**src/rtl/sum_accum.sv**
```systemverilog
// Block accumulator behind the registered adder stage: sums blocks of 2^N_LOG2
// samples and queues {total, count, average} in a first-word-fall-through FIFO.
module sum_accum #(
    parameter int unsigned IN_W       = 17,
    parameter int unsigned N_LOG2     = 3,
    parameter int unsigned FIFO_DEPTH = 4
) (
    input  logic                   clk,
    input  logic                   reset_n,
    input  logic                   in_valid,
    input  logic [IN_W-1:0]        in_data,
    output logic                   in_ready,
    input  logic                   flush,
    output logic                   out_valid,
    input  logic                   out_ready,
    output logic [IN_W+N_LOG2-1:0] out_sum,
    output logic [N_LOG2:0]        out_cnt,
    output logic [IN_W-1:0]        out_avg,
    output logic                   fifo_full
);

    localparam int unsigned SUM_W = IN_W + N_LOG2;
    localparam int unsigned CNT_W = N_LOG2 + 1;
    localparam int unsigned BLOCK = 1 << N_LOG2;
    localparam int unsigned PTR_W = $clog2(FIFO_DEPTH);
    localparam int unsigned OCC_W = PTR_W + 1;

    typedef struct packed {
        logic [SUM_W-1:0] sum;
        logic [CNT_W-1:0] cnt;
        logic [IN_W-1:0]  avg;
    } entry_t;

    logic [SUM_W-1:0] acc;
    logic [SUM_W-1:0] sum_nxt;
    logic [CNT_W-1:0] cnt;
    logic [CNT_W-1:0] cnt_nxt;
    logic             flush_pend;
    logic [PTR_W-1:0] wr_ptr;
    logic [PTR_W-1:0] rd_ptr;
    logic [OCC_W-1:0] occ;
    logic [OCC_W-1:0] occ_nxt;
    logic             accept;
    logic             service;
    logic             push;
    logic             pop;
    entry_t           wr_entry;
    entry_t           head;
    entry_t           mem [FIFO_DEPTH];

    assign in_ready = !fifo_full;

    // Block bookkeeping: a pending flush and the current sample fold into one entry.
    always_comb begin
        accept   = in_valid && in_ready;
        service  = flush_pend && !fifo_full;
        sum_nxt  = acc + (accept ? SUM_W'(in_data) : SUM_W'(0));
        cnt_nxt  = cnt + (accept ? CNT_W'(1) : CNT_W'(0));
        push     = (cnt_nxt == CNT_W'(BLOCK)) || (service && (cnt_nxt != CNT_W'(0)));
        pop      = out_valid && out_ready;
        occ_nxt  = occ + OCC_W'(push) - OCC_W'(pop);
        wr_entry.sum = sum_nxt;
        wr_entry.cnt = cnt_nxt;
        wr_entry.avg = (cnt_nxt == CNT_W'(BLOCK)) ? IN_W'(sum_nxt >> N_LOG2) : IN_W'(0);
    end

    always_ff @(posedge clk or negedge reset_n) begin
        if (!reset_n) begin
            acc        <= '0;
            cnt        <= '0;
            flush_pend <= 1'b0;
            wr_ptr     <= '0;
            rd_ptr     <= '0;
            occ        <= '0;
            out_valid  <= 1'b0;
            fifo_full  <= 1'b0;
        end else begin
            if (push) begin
                acc <= '0;
                cnt <= '0;
            end else if (accept) begin
                acc <= sum_nxt;
                cnt <= cnt_nxt;
            end
            flush_pend <= flush || (flush_pend && !service);
            if (push) begin
                wr_ptr <= wr_ptr + PTR_W'(1);
            end
            if (pop) begin
                rd_ptr <= rd_ptr + PTR_W'(1);
            end
            occ       <= occ_nxt;
            out_valid <= (occ_nxt != OCC_W'(0));
            fifo_full <= (occ_nxt == OCC_W'(FIFO_DEPTH));
        end
    end

    // Payload storage needs no reset; the head is masked while the FIFO is empty.
    always_ff @(posedge clk) begin
        if (push) begin
            mem[wr_ptr] <= wr_entry;
        end
    end

    always_comb begin
        head    = mem[rd_ptr];
        out_sum = out_valid ? head.sum : SUM_W'(0);
        out_cnt = out_valid ? head.cnt : CNT_W'(0);
        out_avg = out_valid ? head.avg : IN_W'(0);
    end

endmodule

```
**config.mk**
```make
export PLATFORM = sky130hd
export DESIGN_NAME = sum_accum
export DESIGN_NICKNAME = d
export VERILOG_FILES = /design/src/rtl/sum_accum.sv
export SDC_FILE = /design/constraint.sdc
export NUM_CORES = 1
export LEC_CHECK = 0
export CORE_MARGIN = 2
export CORE_UTILIZATION = 30
export CTS_BUF_LIST = sky130_fd_sc_hd__clkbuf_4 sky130_fd_sc_hd__clkbuf_8
export DETAILED_ROUTE_END_ITERATION = 16
export GPL_TIMING_DRIVEN = 0
export PLACE_DENSITY = 0.5
export SLEW_MARGIN = 20
export SYNTH_ARGS = -nofsm -noshare
export SYNTH_HDL_FRONTEND = slang
export SYNTH_SLANG_ARGS = --single-unit
```
**constraint.sdc**
```tcl
create_clock -name clk -period 5.3 [get_ports clk]
set_input_delay 0.795 -clock clk [delete_from_list [all_inputs] [get_ports clk]]
set_output_delay 0.795 -clock clk [all_outputs]
set_load 0.005 [all_outputs]
```
==> impl_metrics.yaml <==
global_route:
  grt_max_degree: 42
  grt_util_met3: 0.0247
  grt_pass1_vias: 5710
  grt.total_usage: 0.137
  grt_antenna_before_repair: 0
  grt_pass1_wl_um: 32400
  grtUsageMet1: 0.182
  grt_overflow: 0
  grt-busiest-layer: "met2"
  grtUsageMet2: 0.236
clocking:
  cts_hold_buf: 0
  clk_pin_slew_ns: 0.12
  htreeDepth: 4
  clock_path_buffers: 2
  cts-root-buf: "clkbuf_8"
  cts_buffers: 17
  cts_sinks: 198
  cts_tree: "yes"
  clk_latency_ns: 0.47
sta:
  hold_viol: 0
  fin_skew_ns: 0.0190
  fmax_mhz: 198
  fin_crit_ns: 5.04
  setup_viol: 0
  worst_slack_ns: 0.262
  rsz0062_at_grt: "no"
  fin_crit_sh: 0.951
  drv_slew: 0
  tightest_slew_ns: 0.835
  slew_headroom: 0.442
routing:
  via_per_inst: 4.85
  drt_iter0_markers: 322
  drt_pass1_iterations: 4
  finalWirelength_um: 20900
  drc: 0
  wl_per_cell_um: 18.9
  vias: 5377
  ant_nets: 0
floorplan:
  core-area_sq_mm: 0.0298
  die_h_um: 178
  ioPinCount: 66
  initial_core_util: 0.306
  die_area_sq_mm: 0.0318
  die_w_um: 178
  rows: 63
placement:
  gp_congestion: 0.866
  place_ws_ns: -0.938
  port_buffers: 65
  dpl.hpwl_um: 14600
synthesis:
  ys_warn_count: 0
  netlist_area_sq_mm: 0.00911
  synth_nets: 666
  synth_cell_types: 53
  synthCells: 617
  ys_ff_latch: 198
  seq_area_frac_synth: 0.634
  syn_area_per_cell_sq_um: 14.8
  ys.flop_type: "edfxtp_1"
  async_reset_ff_frac: 0.172
  synth-edff-count: 164
final_layout:
  seq_area_sq_mm: 0.00578
  nNetsFinal: 754
  final.fill_count: 2866
  layout-drive-gt1-share: 0.142
  syn2layout_area_growth_pct: 18.1
  multi_input_area_sq_mm: 0.00314
  final_cell_mix: "164 x edfxtp_1, 69 x and2_1, 64 x clkdlybuf4s50_1, 41 x mux4_2, 40 x nand2_1"
  diodes: 0
  layout_commonest_cell: "edfxtp_1"
critical_path:
  critPathRequiredTime_ns: 5.64
  end_kind: "flip-flop"
  regToRegSetupSlack_ns: 0.43
  r2r-end: "out_valid"
  r2r_cells: 17
  reg2reg_from: "fifo_full"
  crit_type: "in -> reg"
  startpoint: "in_valid"
  critPathArrivalTime_ns: 5.37
  path_max_fanout: 12
  cp-start-kind: "primary input"
pwr:
  leakage_nw: 3.87
  vdd_drop_max_mv: 0.194
  power_mw: 5.86
  power_density_mw_per_mm2: 545
status:
  outcome: "finished clean"
job:
  maxCapViolCount: 0
hold_path:
  hold_path.class: "in -> async"
==> synthesized netlist by cell type, types with 16 or more instances <==
cell type  count  area [sq um]
and2_1        73           457
nor2_1        16          60.1
a21oi_1       21           105
nand3_1       16          80.1
mux4_2        41           923
ha_1          25           313
edfxtp_1     164          4920
o21ai_0       17          85.1
nand2_1       40           150
clkbuf_1      21          78.8
inv_1         22          82.6
dfrtp_1       34           851
==> critical path, stage by stage <==
cell	delay (ns)
clkdlybuf4s50_1	0.39
nand2_1	0.18
clkinvlp_4	0.30
buf_2	0.29
ha_1	0.22
ha_1	0.39
or3_1	0.50
mux2i_4	0.29
inv_1	0.20
buf_2	0.26
ha_1	0.30
inv_1	0.04
ha_1	0.18
fa_1	0.38
xnor2_1	0.20
inv_1	0.07
or3_1	0.38
==> report_power, final <==
part,internal [mW],switching (mW)
Clock,0.409,0.617
Combinational,1.21,1.30
Sequential,2.20,0.123
==> flip-flops by register name, summed over array words and instances (netlist names) <==
register,cells
mem,164
acc,20
cnt,4
occ,3
rd_ptr,2
wr_ptr,2
fifo_full,1
flush_pend,1
out_valid,1
==> per-stage QoR <==
| step | instances | hold WS [ns] | utilization | area, sq um | setup TNS [ns] |
|---|---|---|---|---|---|
| after floorplan | 617 | 0.449 | - | 9110 | 0 |
| after global placement | 1072 | 0.464 | 0.344 | 10200 | -225.92 |
| after detailed placement | 1073 | 0.473 | 0.345 | 10300 | -44.26 |
| after CTS | 1104 | 0.300 | 0.360 | 10700 | 0 |
| after global routing | 1108 | 0.307 | 0.361 | 10800 | 0 |
| final | 1108 | 0.302 | 0.361 | 10800 | 0 |
==> per-layer routing <==
metal	vias up	routed length, um
li1	2507	-
met1	2778	9680
met2	81	10500
met3	11	540
met4	0	174
met5	-	0
==> how the worst max path moves through the flow <==
stage                 endpoint  cells past startpoint
global route         out_valid                     17
global placement    mem[0][32]                     12
finish               out_valid                     17
floorplan            out_valid                     17
detailed placement   out_valid                     19
CTS                  out_valid                     18
==> kinds of logic after synthesis <==
logic type                 synth area share
muxes                                 0.111
adders and majority gates            0.0387
buffers and inverters                0.0236
AOI/OAI and AO/OA                    0.0613
DFF                                   0.634
xor gates and xnor gates             0.0212
and+or+nand+nor                       0.111
==> area by class of cell <==
class | count | area share
sequential | 198 | 0.537
clock inverter | 15 | 0.0192
inverter | 22 | 0.00802
multi-input combinational | 366 | 0.292
timing repair buffer | 70 | 0.0653
buffer | 30 | 0.0121
tap | 390 | 0.0453
clock buffer | 17 | 0.0217
==> what timing repair did <==
action / 4_1_cts / 5_1_grt
gates resized for setup: 2 / 1
endpoints found under the setup margin: 3 / 1
setup buffers: 0 / 4
(Power assumes the default switching activity.)
